<file path="src/rtl/dac_stream_pkg.sv">
// Shared types and constants for the DAC stream buffer: FSM state encoding,
// default beat geometry and debug counter sizing.
package dac_stream_pkg;

  typedef enum logic [1:0] {
    IDLE    = 2'd0,
    PREFILL = 2'd1,
    RUN     = 2'd2
  } state_t;

  localparam int DEF_SAMPLE_WIDTH   = 16;
  localparam int DEF_NUMBER_OF_LINE = 8;
  localparam int BEAT_WIDTH         = 2 * DEF_SAMPLE_WIDTH * DEF_NUMBER_OF_LINE;

  localparam int                     COUNT_WIDTH = 16;
  localparam logic [COUNT_WIDTH-1:0] COUNT_MAX   = '1;

endpackage

</file>
<file path="src/rtl/dac_stream_fifo_mem.sv">
// Beat storage for the DAC stream buffer: one write port and one registered
// read port; all pointer and flow control lives in the parent.
module dac_stream_fifo_mem
  import dac_stream_pkg::*;
#(
  parameter int WIDTH = BEAT_WIDTH,
  parameter int DEPTH = 16,
  parameter int AW    = $clog2(DEPTH)
) (
  input  logic             i_clock,
  input  logic             i_wr_en,
  input  logic [AW-1:0]    i_wr_addr,
  input  logic [WIDTH-1:0] i_wr_data,
  input  logic             i_rd_en,
  input  logic [AW-1:0]    i_rd_addr,
  output logic [WIDTH-1:0] o_rd_data
);

  logic [WIDTH-1:0] r_mem [DEPTH];
  logic [WIDTH-1:0] r_rd_data;

  always_ff @(posedge i_clock) begin
    if (i_wr_en) r_mem[i_wr_addr] <= i_wr_data;
    if (i_rd_en) r_rd_data <= r_mem[i_rd_addr];
  end

  assign o_rd_data = r_rd_data;

endmodule

</file>
<file path="src/rtl/dac_stream_buffer.sv">
// Elastic buffer between tx_core and the RF-DAC: primes to a fill threshold,
// streams on DAC ready, mutes with zero words when starved or disabled.
module dac_stream_buffer
  import dac_stream_pkg::*;
#(
  parameter int NUMBER_OF_LINE = DEF_NUMBER_OF_LINE,
  parameter int SAMPLE_WIDTH   = DEF_SAMPLE_WIDTH,
  parameter int FIFO_DEPTH     = 16,
  parameter int PREFILL_LEVEL  = 8
) (
  input  logic                                   clock,
  input  logic                                   resetn,
  input  logic                                   enable,
  input  logic [2*SAMPLE_WIDTH*NUMBER_OF_LINE-1:0] s_tdata,
  input  logic                                   s_tvalid,
  output logic                                   s_tready,
  output logic [2*SAMPLE_WIDTH*NUMBER_OF_LINE-1:0] m_tdata,
  output logic                                   m_tvalid,
  input  logic                                   m_tready,
  input  logic                                   clear_counters,
  output logic [$clog2(FIFO_DEPTH):0]            fill_level,
  output logic [COUNT_WIDTH-1:0]                 overflow_count,
  output logic [COUNT_WIDTH-1:0]                 underflow_count,
  output logic [1:0]                             state_dbg
);

  localparam int             BW          = 2 * SAMPLE_WIDTH * NUMBER_OF_LINE;
  localparam int             AW          = $clog2(FIFO_DEPTH);
  localparam logic [AW:0]    PTR_ONE     = (AW+1)'(1);
  localparam logic [AW:0]    PREFILL_THR = (AW+1)'(PREFILL_LEVEL);

  function automatic logic [COUNT_WIDTH-1:0] sat_inc(input logic [COUNT_WIDTH-1:0] v,
                                                     input logic                   inc);
    return (inc && (v != COUNT_MAX)) ? v + COUNT_WIDTH'(1) : v;
  endfunction

  state_t                 r_state;
  logic [AW:0]            r_wr_ptr;
  logic [AW:0]            r_rd_ptr;
  logic                   r_mute;
  logic                   r_m_tvalid;
  logic [COUNT_WIDTH-1:0] r_ovf_cnt;
  logic [COUNT_WIDTH-1:0] r_unf_cnt;

  logic [BW-1:0]          w_rd_data;
  logic [AW:0]            w_fill;
  logic                   w_full;
  logic                   w_empty;
  logic                   w_active;
  logic                   w_run;
  logic                   w_wr_en;
  logic                   w_drop;
  logic                   w_pop;
  logic                   w_starve;

  // Extra pointer MSB separates full from empty when the low bits match.
  assign w_fill   = r_wr_ptr - r_rd_ptr;
  assign w_empty  = (r_wr_ptr == r_rd_ptr);
  assign w_full   = (r_wr_ptr[AW] != r_rd_ptr[AW]) &&
                    (r_wr_ptr[AW-1:0] == r_rd_ptr[AW-1:0]);
  assign w_active = enable && ((r_state == PREFILL) || (r_state == RUN));
  assign w_run    = enable && (r_state == RUN) && m_tready;
  assign w_wr_en  = w_active && s_tvalid && !w_full;
  assign w_drop   = w_active && s_tvalid && w_full;
  assign w_pop    = w_run && !w_empty;
  assign w_starve = w_run && w_empty;

  dac_stream_fifo_mem #(
    .WIDTH (BW),
    .DEPTH (FIFO_DEPTH),
    .AW    (AW)
  ) u_mem (
    .i_clock   (clock),
    .i_wr_en   (w_wr_en),
    .i_wr_addr (r_wr_ptr[AW-1:0]),
    .i_wr_data (s_tdata),
    .i_rd_en   (w_pop),
    .i_rd_addr (r_rd_ptr[AW-1:0]),
    .o_rd_data (w_rd_data)
  );

  always_ff @(posedge clock or negedge resetn) begin
    if (!resetn) begin
      r_state    <= IDLE;
      r_wr_ptr   <= '0;
      r_rd_ptr   <= '0;
      r_mute     <= 1'b1;
      r_m_tvalid <= 1'b0;
    end else begin
      r_m_tvalid <= 1'b1;
      if (!enable) begin
        r_state  <= IDLE;
        r_wr_ptr <= '0;
        r_rd_ptr <= '0;
        r_mute   <= 1'b1;
      end else begin
        if (w_wr_en) r_wr_ptr <= r_wr_ptr + PTR_ONE;
        if (w_pop)   r_rd_ptr <= r_rd_ptr + PTR_ONE;
        case (r_state)
          IDLE: begin
            r_state  <= PREFILL;
            r_wr_ptr <= '0;
            r_rd_ptr <= '0;
            r_mute   <= 1'b1;
          end
          PREFILL: begin
            r_mute <= 1'b1;
            if (w_fill >= PREFILL_THR) r_state <= RUN;
          end
          RUN: begin
            // Starving re-primes the buffer rather than trickling single beats.
            if (w_pop) begin
              r_mute <= 1'b0;
            end else if (w_starve) begin
              r_mute  <= 1'b1;
              r_state <= PREFILL;
            end
          end
          default: begin
            r_state  <= IDLE;
            r_wr_ptr <= '0;
            r_rd_ptr <= '0;
            r_mute   <= 1'b1;
          end
        endcase
      end
    end
  end

  always_ff @(posedge clock or negedge resetn) begin
    if (!resetn) begin
      r_ovf_cnt <= '0;
      r_unf_cnt <= '0;
    end else if (clear_counters) begin
      r_ovf_cnt <= '0;
      r_unf_cnt <= '0;
    end else begin
      r_ovf_cnt <= sat_inc(r_ovf_cnt, w_drop);
      r_unf_cnt <= sat_inc(r_unf_cnt, w_starve);
    end
  end

  // Muting gates the read register so the DAC sees zeros without a data reset.
  assign m_tdata         = r_mute ? '0 : w_rd_data;
  assign m_tvalid        = r_m_tvalid;
  assign s_tready        = !w_full;
  assign fill_level      = w_fill;
  assign overflow_count  = r_ovf_cnt;
  assign underflow_count = r_unf_cnt;
  assign state_dbg       = r_state;

endmodule

</file>
<file path="config.mk">
export PLATFORM = sky130hd
export DESIGN_NAME = dac_stream_buffer
export DESIGN_NICKNAME = d
export VERILOG_FILES = /design/src/rtl/dac_stream_pkg.sv /design/src/rtl/dac_stream_fifo_mem.sv /design/src/rtl/dac_stream_buffer.sv
export SDC_FILE = /design/constraint.sdc
export NUM_CORES = 2
export LEC_CHECK = 0
export BUFFER_PORTS_ARGS = -buffer_cell sky130_fd_sc_hd__buf_4
export CAP_MARGIN = 0
export CORE_ASPECT_RATIO = 1.2
export CORE_MARGIN = 3
export CORE_UTILIZATION = 45
export CTS_CLUSTER_SIZE = 28
export DETAILED_ROUTE_END_ITERATION = 8
export SYNTH_ARGS = -nofsm -noshare
export SYNTH_HDL_FRONTEND = slang
export SYNTH_SLANG_ARGS = --single-unit
</file>
<file path="constraint.sdc">
create_clock -name clock -period 19.5 [get_ports clock]
set_clock_uncertainty 0.1 [all_clocks]
set_input_delay 2.925 -clock clock [delete_from_list [all_inputs] [get_ports clock]]
set_output_delay 2.925 -clock clock [all_outputs]
set_load 0.05 [all_outputs]
</file>
==> results.yml <==
status:
  outcome: "completed"
floorplan:
  coreArea_um2: 365000
  die-area_um2: 375000
  rows: 243
  die_h_um: 670
  ios: 559
  die_w_um: 559
  start_util: 0.452
critical_path:
  end_kind: "primary output"
  cp.arrival_ns: 4.24
  slowest_stage: "dfstp_4"
  critPathMaxFanout: 60
  crit_end: "m_tdata[183]"
  max_stage_delay_ns: 1.11
  crit_start: "r_mute"
  r2r_cells: 8
  cp.required_ns: 16.48
  rrSetupSlack_ns: 12.41
  path_class: "reg -> out"
  start_kind: "flop"
  regToRegEndpoint: "u_mem.o_rd_data[176]"
  cp_cell_sequence: "buf_4, buf_4, buf_4, nor2b_1, buf_4"
  cp_common_cell: "buf_4"
  r2r_start: "r_rd_ptr[0]"
placement:
  portBuffers: 558
  dp_slack_ns: 11.35
  place_inst: 11800
  hpwl_um: 204000
  gp_congestion: 0.760
timing:
  relSlewSlack: 0.161
  hold_viol: 0
  tightest_slew_ns: 1.25
  tns_ns: 0
  setup_viol: 0
  fmax_ghz: 0.138
  rsz0062_at_grt: "false"
  setup_ws_ns: 12.23
  maxSlewViolCount: 0
  fin_crit_ns: 7.27
  holdWs_ns: 0.481
  fin_crit_sh: 0.373
routing:
  viasPerCell: 5.71
  totalWireLength_um: 380000
  first_pass_iters: 7
  vias: 72000
  antenna_left: 0
  drtIter0Drc: 6801
  drc: 0
  wire_per_inst_um: 30.1
layout:
  fin_nets: 7593
  drive_above_1_share: 0.341
  final_cells: 12600
  area_growth_pct: 14.5
synth:
  avgSynthCellArea_um2: 25.4
  synth_ff_type: "edfxtp_1"
  synth_edf_count: 4352
  yosys_warnings: 0
  synth_top_area_frac: 0.791
  synth_most_common_cell: "edfxtp_1"
  yosys-top-cells-area: "edfxtp_1, mux4_2, nor2b_1"
  synth.distinct_cells: 43
  ys_seq_area_frac: 0.798
  ys_async_sr_fraction: 0.0105
  synth.net_count: 6775
  synthTopCellsByCount: "edfxtp_1, mux4_2, nor2b_1"
  syn_area_um2: 165000
  synth_top_area_cell: "edfxtp_1"
  synth-seq-cells: 4398
  postSynthCellCount: 6497
pwr:
  leakagePower_nw: 57.8
  p_total_mw: 19.1
  max-vdd-ir-drop_mv: 0.0815
  pwr_density_cell_nw_per_um2: 101
grt:
  grt_pass1_vias: 76800
  grt.overflow.total: 0
  grt_max_degree: 118
  grt_pass1_wl_um: 556000
  grt_usage: 0.202
  antenna_found_initial: 85
hold_path:
  hold_class: "reg -> reg"
clock_network:
  cts_made_buffers: 422
  cts.clk_slew.worst_paths_ns: 0.06
  post-cts-setup-buffers: 0
  clockRootBuffer: "clkbuf_16"
  clockBufferDepth: 4
  cts_tree: "built"
  cts.htree.levels: 5
  cts_hold_buffers: 0
  clk_latency_ns: 0.97
  cts_sinks: 4398
  post_cts_resized: 0
job:
  maxCapViolCount: 0
worst max-delay path, delay by kind of cell, from the launching register on:
| kind | cells | cell delay, ns |
|---|---|---|
| buffers and inverters | 4 | 1.81 |
| AND/OR/NAND/NOR | 1 | 0.15 |
| flip-flops | 1 | 1.11 |
power breakdown:
part | switching [mW] | leakage, nW | internal [mW]
Clock | 3.47 | 6.62 | 4.54
Sequential | 0.0278 | 39.8 | 10.5
Combinational | 0.379 | 11.4 | 0.202
Total | 3.88 | 57.8 | 15.3
sequential cells by signal, summed over array words and instances, names as in the netlist:
register and flops:
underflow_count 16, r_rd_ptr 5, r_mute 1, state_dbg 2, u_mem.o_rd_data 256, u_mem.r_mem 4096, r_wr_ptr 5, overflow_count 16
m_tvalid 1
area by class of cell:
type / instances / area (µm²)
inverters: 12 / 52.6
clock buffers: 527 / 11100
flip-flops and latches: 4398 / 132000
well taps: 4900 / 6130
diodes: 38 / 95.1
repair buffers: 717 / 5500
fillers: 28200 / 176000
multi-input cells: 1764 / 32100
clock inverters: 253 / 2520
cell families (layout without fill, tap and decap cells):
kind of cell,after synthesis,count (layout),share of synthesized area
xor+xnor,35,35,0.00190
mux,1284,1284,0.175
fa+ha+maj,16,16,0.00126
compound gates,31,31,0.00120
other cells,1,39,0.0000227
simple gates,397,397,0.0141
flops,4398,4398,0.798
buf+inv,335,1509,0.00909
stage by stage:
stage	area [µm²]	util
4_1_cts	189000	0.518
5_1_grt	189000	0.518
3_3_place_gp	176000	0.480
3_5_place_dp	176000	0.480
6_report	189000	0.518
2_1_floorplan	165000	-
placed cells by master (no fill, tap or decap), types with 19 or more instances in the layout:
| master | instances |
|---|---|
| clkbuf_16 | 427 |
| edfxtp_1 | 4352 |
| buf_4 | 708 |
| diode_2 | 38 |
| bufinv_16 | 38 |
| nor2_1 | 38 |
| clkinv_1 | 83 |
| xnor2_1 | 19 |
| clkbuf_1 | 100 |
| nor2b_1 | 256 |
| mux4_2 | 1280 |
| clkinv_2 | 85 |
| dfrtp_1 | 42 |
per-layer routing:
layer,track usage,vias to the layer above,part of all wire
met2,0.344,2041,0.52
met5,0,-,0.00070
met3,0.0338,540,0.054
met1,0.276,39600,0.41
met4,0.0471,38,0.023
li1,-,29700,-
worst min path at each step:
stage / start / endpoint / slack [ns] / cells past startpoint
2_1_floorplan: r_rd_ptr[4] / r_rd_ptr[4] / 0.46 / 2
3_3_place_gp: underflow_count[15] / underflow_count[15] / 0.45 / 2
6_report: underflow_count[15] / underflow_count[15] / 0.48 / 2
3_5_place_dp: underflow_count[5] / underflow_count[5] / 0.48 / 2
4_1_cts: underflow_count[15] / underflow_count[15] / 0.49 / 2
5_1_grt: underflow_count[5] / underflow_count[5] / 0.52 / 2
Power figures use the tool's default switching activity.
